`src/rtl/polyphase_input_demux.sv`:
```
// polyphase_input_demux: 1:PHASES serial-to-parallel splitter at the filter input.
// Each accepted signed sample fills one lane. The last sample of a group is
// registered together with the earlier lanes into out_data.
// Optional feature macro: SYNC_IN_EN. It adds sync_in realignment and the
// resync_drop pulse. When the macro is undefined, sync_in is ignored.
//
// Handshake semantics, which apply to both ports: a transfer happens on a rising
// clk edge where valid and ready are both 1. While valid is 1 and ready is 0,
// the producer holds valid and its data stable. ready may depend
// combinationally on the consumer's own state and on the downstream ready.
// in_ready never depends on in_valid.
module polyphase_input_demux #(
    parameter int WIDTH  = 11,
    parameter int PHASES = 3,
    parameter int CNT_W  = 16
) (
    input  logic                    clk,
    input  logic                    reset,
    input  logic                    in_valid,
    output logic                    in_ready,
    input  logic [WIDTH-1:0]        in_data,
    output logic                    out_valid,
    input  logic                    out_ready,
    output logic [PHASES*WIDTH-1:0] out_data,
    output logic                    out_phase0_first,
    output logic [CNT_W-1:0]        group_cnt,
    input  logic                    sync_in
`ifdef SYNC_IN_EN
    ,
    output logic                    resync_drop
`endif
);

    localparam int PH_W = (PHASES > 2) ? $clog2(PHASES) : 1;
    localparam logic [PH_W-1:0] LAST_PHASE = PH_W'(PHASES - 1);

    logic [PH_W-1:0]          phase;
    logic [WIDTH-1:0]         lane [PHASES-1];
    logic                     first_flag;
    logic [PHASES*WIDTH-1:0]  next_group;
    logic                     accept;
    logic                     out_hs;
    logic                     do_sync;
    logic                     load;

`ifdef SYNC_IN_EN
    assign do_sync = accept & sync_in;
`else
    logic unused_sync;
    assign unused_sync = sync_in;
    assign do_sync     = 1'b0;
`endif

    // The last lane can only be loaded when the output register is free or draining this cycle.
    assign in_ready = reset & ((phase != LAST_PHASE) | ~out_valid | out_ready);
    assign accept   = in_valid & in_ready;
    assign out_hs   = out_valid & out_ready;
    assign load     = accept & ~do_sync & (phase == LAST_PHASE);

    // Assemble the parallel word: stored lanes below, the incoming sample in the top lane.
    always_comb begin
        next_group = '0;
        for (int k = 0; k < PHASES - 1; k++) begin
            next_group[k*WIDTH +: WIDTH] = lane[k];
        end
        next_group[(PHASES-1)*WIDTH +: WIDTH] = in_data;
    end

    // Phase counter, assembly lanes, output register and group counter.
    always_ff @(posedge clk or negedge reset) begin
        if (!reset) begin
            phase            <= '0;
            first_flag       <= 1'b1;
            out_valid        <= 1'b0;
            out_data         <= '0;
            out_phase0_first <= 1'b0;
            group_cnt        <= '0;
            for (int k = 0; k < PHASES - 1; k++) begin
                lane[k] <= '0;
            end
        end else begin
            if (out_hs) begin
                group_cnt <= group_cnt + 1'b1;
            end

            // A new group takes priority over clearing valid, so back-to-back groups have no bubble.
            if (load) begin
                out_valid        <= 1'b1;
                out_data         <= next_group;
                out_phase0_first <= first_flag;
                first_flag       <= 1'b0;
            end else if (out_hs) begin
                out_valid <= 1'b0;
            end

            if (do_sync) begin
                // Realign: this sample becomes lane 0 of a fresh group.
                lane[0]    <= in_data;
                phase      <= PH_W'(1);
                first_flag <= 1'b1;
            end else if (accept) begin
                if (phase == LAST_PHASE) begin
                    phase <= '0;
                end else begin
                    for (int k = 0; k < PHASES - 1; k++) begin
                        if (phase == PH_W'(k)) begin
                            lane[k] <= in_data;
                        end
                    end
                    phase <= phase + 1'b1;
                end
            end
        end
    end

`ifdef SYNC_IN_EN
    // One-cycle pulse when a sync throws away a partially filled group.
    always_ff @(posedge clk or negedge reset) begin
        if (!reset) begin
            resync_drop <= 1'b0;
        end else begin
            resync_drop <= do_sync & (phase != '0);
        end
    end
`endif

endmodule

```
`config.mk`:
```
export PLATFORM = sky130hd
export DESIGN_NAME = polyphase_input_demux
export DESIGN_NICKNAME = d
export VERILOG_FILES = /design/src/rtl/polyphase_input_demux.sv
export SDC_FILE = /design/constraint.sdc
export NUM_CORES = 1
export LEC_CHECK = 0
export CAP_MARGIN = 20
export CORE_AREA = 2 2 80 82
export DETAILED_ROUTE_END_ITERATION = 7
export DIE_AREA = 0 0 82 84
export GPL_ROUTABILITY_DRIVEN = 0
export PLACE_DENSITY = 0.9
export SLEW_MARGIN = 20
export SYNTH_ARGS = -nofsm -noshare
export SYNTH_HDL_FRONTEND = slang
export SYNTH_SLANG_ARGS = --single-unit
```
`constraint.sdc`:
```
create_clock -name clk -period 2.7 [get_ports clk]
set_input_delay 0.54 -clock clk [delete_from_list [all_inputs] [get_ports clk]]
set_output_delay 0.54 -clock clk [all_outputs]
set_load 0.05 [all_outputs]
```
-- Word level (Yosys, flattened, before mapping)
Cells that the tools add are included.
- register bits: 76
- latch bits: 0
- memory bits (writable): 0
- memory bits (read-only): 0
- memories kept: 0
- add/sub/neg operators: 2
- $mul: 0
- divide/modulo/power cells: 0
- $lt $le $gt $ge: 0
- equal/unequal tests: 3
- shift-type cells: 0
- mux-type cells: 3
- bitwise logic cells: 8
- reductions and logical operators: 4
- operators with widths (cell ; number):
    adder 16 x 1 -> 16 bit (second input constant) ; 1
    AND reduction 3 bit ; 2
    bitwise AND 1 bit ; 4
    adder 2 x 1 -> 2 bit (second input constant) ; 1
    equality test 2 x 1 -> 1 bit (second input constant) ; 1
    equality test 2 bit (second input constant) ; 1
    zero test 2 bit ; 1
    two-way mux 1 bit ; 2
    two-way mux 2 bit ; 1
    != test 2 bit (second input constant) ; 1
    NOT 1 bit ; 2
    OR 1 bit ; 2
    nonzero test 2 bit ; 1

-- Longest topological paths before layout
Gate-level depths: netlist of the first run.
- depth in word-level cells: 7
- gate-level depth with buffers: 5
- depth with buffers taken out: 5

-- Worst setup path before layout of the first run
No wires, ideal clock.
- path type: flip-flop to flip-flop
- start point: register out_valid
- end point: register out_data[22]
- arrival time: 1.644 ns
- required time: 2.575 ns
- slack: 0.931 ns
- cell stages (with the launch flop): 5
- path buffers: 1
- clock period less this slack: 1.769 ns
- path through: dfrtp_1 nand2b_1 nor3b_4 buf_6 mux2_2
- longest elaborated chain between the ends: 6
- RTL lines (item ; line ; RTL):
    from (decl) ; 22 ; output logic out_valid,
    from (signal assigned) ; 74 ; out_valid <= 1'b0;
    from (signal assigned) ; 88 ; out_valid <= 1'b1;
    from (signal assigned) ; 93 ; out_valid <= 1'b0;
    NOT 1 bit ; 55 ; assign in_ready = reset & ((phase != LAST_PHASE) | ~out_valid | out_ready);
    OR 1 bit (2 in a row) ; 55 ;
    bitwise AND 1 bit ; 55 ;
    bitwise AND 1 bit ; 56 ; assign accept = in_valid & in_ready;
    bitwise AND 1 bit ; 58 ; assign load = accept & ~do_sync & (phase == LAST_PHASE);
    to (signal assigned) ; 89 ; out_data <= next_group;
    to (decl) ; 24 ; output logic [PHASES*WIDTH-1:0] out_data,
No other way between the ends.
A chain may end at the register's enable or synchronous reset.

-- Final worst setup path of the first run
- start point: register group_cnt[4]
- end point: output group_cnt[4]
- RTL lines (item ; line ; RTL):
    from (decl) ; 26 ; output logic [CNT_W-1:0] group_cnt,
    from (signal assigned) ; 83 ; group_cnt <= group_cnt + 1'b1;
No word-level cell between the ends.

==> results of run 1 <==
## power groups by stage
stage               clock network (mW)  logic [mW]  registers (mW)
floorplan                            0       0.483            2.70
global placement                     0        2.03            1.81
detailed placement                   0        2.07            1.84
CTS                               1.01        2.08            1.82
global route                      1.06        2.14            1.88
finish                           0.989        2.05            1.82
## Yosys cell counts, types with 2 or more instances
library cell	number	share of area, %
and3_1	2	0.42
buf_2	2	0.34
buf_6	3	1.1
dfrtp_1	75	63
mux2_2	57	22
nand2_1	10	1.3
nand3_1	6	1.0
nand4_1	3	0.63
nor2_1	5	0.63
nor3_1	4	0.68
xnor2_1	10	3.0
xor2_1	5	1.5
## cells by family after synthesis
logic type | count (synthesis) | synth area share, %
compound gates | 4 | 1.02
xor+xnor | 15 | 4.44
fa+ha+maj | 1 | 0.423
buf+inv | 5 | 1.48
flops | 76 | 64.3
mux | 57 | 21.7
simple gates | 36 | 6.60
## state kept, by name (all words and copies together) (netlist names)
| name | flops |
|---|---|
| first_flag | 1 |
| group_cnt | 16 |
| lane | 22 |
| out_data | 33 |
| out_phase0_first | 1 |
| out_valid | 1 |
| phase | 2 |
## worst paths after layout
| path | start | end |
|---|---|---|
| worst max register to register | group_cnt[0] | group_cnt[12] |
| worst min register to register | group_cnt[15] | group_cnt[15] |
| worst min-delay path | reset | group_cnt[0] |
| max in group asynchronous | reset | lane[19] |
| worst max-delay path | group_cnt[4] | group_cnt[4] |
| min in group clk | group_cnt[15] | group_cnt[15] |
## through the flow
stage          power (mW)  worst slack, ns
4_1_cts              4.91            0.485
3_3_place_gp         3.84            0.488
2_1_floorplan        3.19            0.931
5_1_grt              5.08            0.456
3_5_place_dp         3.91            0.474
6_report             4.86            0.510
## layout make-up
class | instances | area share, %
repair buffers | 70 | 18.0
multi-input cells | 113 | 25.7
clock inverters | 5 | 2.05
clock buffers | 11 | 3.82
flip-flops and latches | 76 | 48.1
well taps | 77 | 2.43
## routing by layer
metal	up-vias	GRT usage, %
li1	831	-
met1	888	21.5
met2	57	26.6
met3	11	5.74
met4	0	9.55
met5	-	0
==> out/results.txt, run 1 <==
sequential share of the synthesized area - 64.3%
total track usage - 17.4%
DR iter-0 viols - 77
Die H - 84 µm
flops & latches, synth - 76
Synth async-reset ratio - 100%
CP Cell Sequence - clkdlybuf4s50_1
CTS Sinks - 76
CTS tree - built
maximum fanout along the worst path - 6
ANT nets after route - 0
Tmin final - 2.19 ns
CTS H-tree depth - 3
ys flop type - dfrtp_1
register area - 1900 µm²
Ports - 68
DR pass1 iterations - 4
Setup TNS - 0 ns
Area Overhead vs Synth - 33.8%
startpoint types - register
Residual DRC - 0
non-filler cells, final - 352
Sw Pwr - 1.90 mW
met3 WL - 363 µm
area of the mapped netlist - 2960 µm²
final setup fails - 0
CP required - 2.16 ns
area of the multi-input gates - 1020 µm²
syn avg cell area - 15.2 µm²
total placed instance area - 3730 µm²
CP Capture Type - output pin
Fin Hold WS - 0.451 ns
WP depth - 1
Max Cap Viol - 0
largest net degree at the start of global routing - 77
commonest cells after routing, fill and taps aside - 75 x dfrtp_1, 64 x clkdlybuf4s50_1, 57 x mux2_2
Initial Utilization - 48.5%
Root Driver - clkbuf_8
Core Util, Final - 64.9%
Crit path largest cell delay - 0.84 ns
period utilization - 81.1%
die width - 82 µm
crit path kind - reg2out
Slew headroom - 39.0%
vias in the first global route - 1,851
EDFF count, synth - 0
top layer in use - met4
fmax - 457 MHz
Worst Skew - 0.0124 ns
Int Pwr - 2.96 mW
Row Count - 29
total CTS buffers - 9
met2 routed WL - 2600 µm
Slowest cell on crit path - clkdlybuf4s50_1
Combinational Power Share - 42.3%
met1 WL - 2360 µm
Cells after Synth - 194
final net count - 287
Synth Warn # - 0
commonest non-fill, non-tap cell in the layout - dfrtp_1
R2R Setup Slk - 1.14 ns
Final Hold Fails - 0
Pleak - 1.72 nW
Vias - 1,787
Slew @ Worst Pin - 0.915 ns
min-delay worst type - in2async
CTS Buffer Depth - 2
# port buffers - 66
latest clock arrival within the worst-skew pair - 0.35 ns
total core area - 6100 µm²
Flop pwr share - 37.4%
Sw Share - 39.1%
clock share of power - 20.3%
Placed Cells - 336
Pwr per Cell Area - 1230 nW/µm²
syn nets - 211
WL/cell - 15.5 µm
outcome - finished clean
Hold-fix buffers, CTS - 0
WL final - 5440 µm
Layout fillers - 434
post-route design area - 3960 µm²
first-pass GRT wire length - 8860 µm
antenna cells - 0
Reg clk slew, reported paths - 0.08 ns
family with the most delay on the worst path - buffers and inverters
initial antenna violation count - 0
peak supply drop - 0.843 mV
Netlist cell types - 24
dpl hpwl - 3670 µm
RSZ-0062 raised after global routing - false
Post-CTS Setup Inserts - 0
Worst EP arrival - 1.65 ns
Max Slew Vio Count - 0
die area - 6890 µm²
R2R cell count - 5
via/cell ratio - 5.08
share of cells above drive strength 1 - 30.9%
GRT overflow - 0
post-CTS sizing - 0
Critical path buffers and inverters - 1
Power figures use the tool's default switching activity.
==> run 2: changes to the inputs <==
--- a/config.mk
+++ b/config.mk
@@ -6,11 +6,11 @@
 export NUM_CORES = 1
 export LEC_CHECK = 0
 export CAP_MARGIN = 20
-export CORE_AREA = 2 2 80 82
+export CORE_AREA = 2 2 85 87
 export DETAILED_ROUTE_END_ITERATION = 7
-export DIE_AREA = 0 0 82 84
+export DIE_AREA = 0 0 87 89
 export GPL_ROUTABILITY_DRIVEN = 0
-export PLACE_DENSITY = 0.9
+export PLACE_DENSITY = 0.85
 export SLEW_MARGIN = 20
 export SYNTH_ARGS = -nofsm -noshare
 export SYNTH_HDL_FRONTEND = slang
==> constraint.sdc (replaced) <==
create_clock -name clk -period 1.8 [get_ports clk]
set_input_delay 0.36 -clock clk [delete_from_list [all_inputs] [get_ports clk]]
set_output_delay 0.36 -clock clk [all_outputs]
set_load 0.05 [all_outputs]
==> run 2 against run 1 <==
Compared with the run above: count of clock-buffer cells in the layout is 2 higher; largest power group unchanged; wire length grew 1.1%; sequential share of layout area increased by 1.5 points; critical path type is now in2out; critical path depth rose by 3; highest routed layer unchanged; total power rose by 42%; clock skew fell by 0.0063 ns; largest cell class unchanged; first-iteration DRC count decreased by 47%; via count increased by 3.7%.
==> out/results.txt, run 2 (synthesis results as in run 1) <==
Tmin final - 1.75 ns
clock share of power - 18.0% (-2.3 points)
first-pass GRT wire length - 9160 µm (+3.4%)
total placed instance area - 3650 µm² (-1.9%)
global route hottest layer - met2
Post-CTS Setup Inserts - 0 (unchanged)
WL/cell - 15.2 µm (-1.5%)
Row Count - 30 (+3.4%)
Initial Utilization - 44.0% (-4.5 points)
commonest non-fill, non-tap cell in the layout - dfrtp_1
non-filler cells, final - 361 (+2.6%)
CP Capture Type - output pin
Root Driver - clkbuf_8
startpoint types - input pin
Sw Pwr - 2.79 mW (+47%)
period utilization - 97.5%
WL final - 5500 µm (+1.1%)
Reg clk slew, reported paths - 0.07 ns (about the same)
die area - 7740 µm² (+12%)
RSZ-0062 raised after global routing - false
via/cell ratio - 5.14 (+1.2%)
vias in the first global route - 1,899 (+2.6%)
GRT overflow - 0 (unchanged)
Pwr per Cell Area - 1800 nW/µm² (+47%)
outcome - finished clean
max FFs per register - 33 (unchanged)
Fin Hold WS - 0.258 ns (-0.193 ns)
largest net degree at the start of global routing - 77 (unchanged)
# port buffers - 66 (unchanged)
Area Overhead vs Synth - 29.8%
maximum fanout along the worst path - 3 (-3)
family with the most delay on the worst path - buffers and inverters
Residual DRC - 0 (unchanged)
die width - 87 µm (+6.1%)
Largest Register - out_data
CP Cell Sequence - clkdlybuf4s50_1 -> nand2b_1 -> o21a_1 -> buf_12
post-route design area - 3840 µm² (-3.0%)
Pleak - 1.80 nW (+4.9%)
fmax - 570 MHz
total CTS buffers - 9 (unchanged)
Max Cap Viol - 0 (unchanged)
R2R Setup Slk - 0.24 ns (-0.90 ns)
dpl hpwl - 3790 µm (+3.4%)
CTS Buffer Depth - 2 (unchanged)
commonest cells after routing, fill and taps aside - 75 x dfrtp_1, 62 x buf_4, 57 x mux2_2
total track usage - 15.7% (-1.7 points)
Sw Share - 40.3% (+1.3 points)
Core Util, Final - 57.1% (-7.8 points)
grt met1 use - 19.9% (-1.6 points)
WP depth - 4 (+3)
GRT met3 Usage - 6.37% (+0.64 points)
r2r startpoint - phase[0]
Ports - 68 (unchanged)
DR pass1 iterations - 4 (unchanged)
Slew @ Worst Pin - 0.925 ns (+0.00985 ns)
Slew headroom - 38.3% (-0.66 points)
Critical path buffers and inverters - 2 (+1)
Final Hold Fails - 0 (unchanged)
latest clock arrival within the worst-skew pair - 0.34 ns (about the same)
initial antenna violation count - 0 (unchanged)
end of the worst register-to-register path - out_phase0_first
post-CTS sizing - 0 (unchanged)
Setup TNS - 0 ns (unchanged)
antenna cells - 0 (unchanged)
CTS tree - built
Slowest cell on crit path - clkdlybuf4s50_1
Combinational Power Share - 42.6% (+0.3 points)
peak supply drop - 1.06 mV (+26%)
R2R cell count - 4 (-1)
DR iter-0 viols - 41 (-47%)
final net count - 294 (+2.4%)
Flop pwr share - 39.4% (+2.0 points)
Max Slew Vio Count - 0 (unchanged)
final setup fails - 0 (unchanged)
Worst Skew - 0.00614 ns (-0.00627 ns)
share of cells above drive strength 1 - 49.5% (+19 points)
leading registers by flop count - out_data: 33 flops, lane: 22 flops, group_cnt: 16 flops
Hold-fix buffers, CTS - 0 (unchanged)
crit path kind - in2out
ANT nets after route - 0 (unchanged)
Int Pwr - 4.13 mW (+39%)
Worst EP arrival - 1.39 ns (-0.26 ns)
min-delay worst type - in2async
Placed Cells - 346 (+3.0%)
CTS Sinks - 76 (unchanged)
met2 usage - 23.5% (-3.2 points)
Die H - 89 µm (+6.0%)
Crit path largest cell delay - 0.43 ns (-0.41 ns)
total core area - 6720 µm² (+10%)
crit path to - in_ready
CP required - 1.44 ns (-0.72 ns)
Vias - 1,854 (+3.7%)
CTS H-tree depth - 3 (unchanged)
Crit. Startpoint - out_ready
run 2: cell count changes in the layout (fill, tap and decap cells not counted):
| cell | change |
|---|---|
| buf_4 | +58 |
| bufinv_16 | -1 |
| clkbuf_1 | +3 |
| clkbuf_8 | -1 |
| clkdlybuf4s50_1 | -51 |
| clkinvlp_4 | -1 |
| inv_6 | -1 |
run 2: power by group through the flow:
stage / registers [mW] / logic, mW / clock network [mW]
final: 2.72 / 2.95 / 1.24
after global routing: 2.81 / 3.09 / 1.37
after CTS: 2.73 / 2.98 / 1.29
after detailed placement: 2.76 / 2.98 / 0
after global placement: 2.73 / 2.93 / 0
after floorplan: 4.06 / 0.724 / 0
run 2: how the worst min path moves through the flow:
stage                          to  slack [ns]
CTS                  group_cnt[0]        0.31
detailed placement  group_cnt[15]        0.48
floorplan            group_cnt[0]        0.06
finish               group_cnt[6]        0.26
global placement    group_cnt[15]        0.46
global route         group_cnt[5]        0.37
run 2: metal layers:
metal / routed length, µm / vias to the layer above / part of all wire [%]
li1: - / 845 / -
met1: 2380 / 929 / 43
met2: 2540 / 68 / 46
met3: 452 / 12 / 8.2
met4: 124 / 0 / 2.3
met5: 0 / - / 0
run 2: area by class of cell:
type / instances / area [µm²]
well taps: 80 / 100
clock buffers: 13 / 149
clock inverters: 2 / 35.0
multi-input cells: 113 / 1020
fillers: 567 / 2880
flip-flops and latches: 76 / 1900
repair buffers: 77 / 636
run 2: per-stage QoR:
| stage | power [mW] | worst slack (ns) |
|---|---|---|
| 5_1_grt | 7.27 | 0.0251 |
| 3_3_place_gp | 5.66 | -0.162 |
| 2_1_floorplan | 4.78 | 0.0309 |
| 4_1_cts | 7.01 | 0.0517 |
| 6_report | 6.92 | 0.0457 |
| 3_5_place_dp | 5.74 | -0.178 |
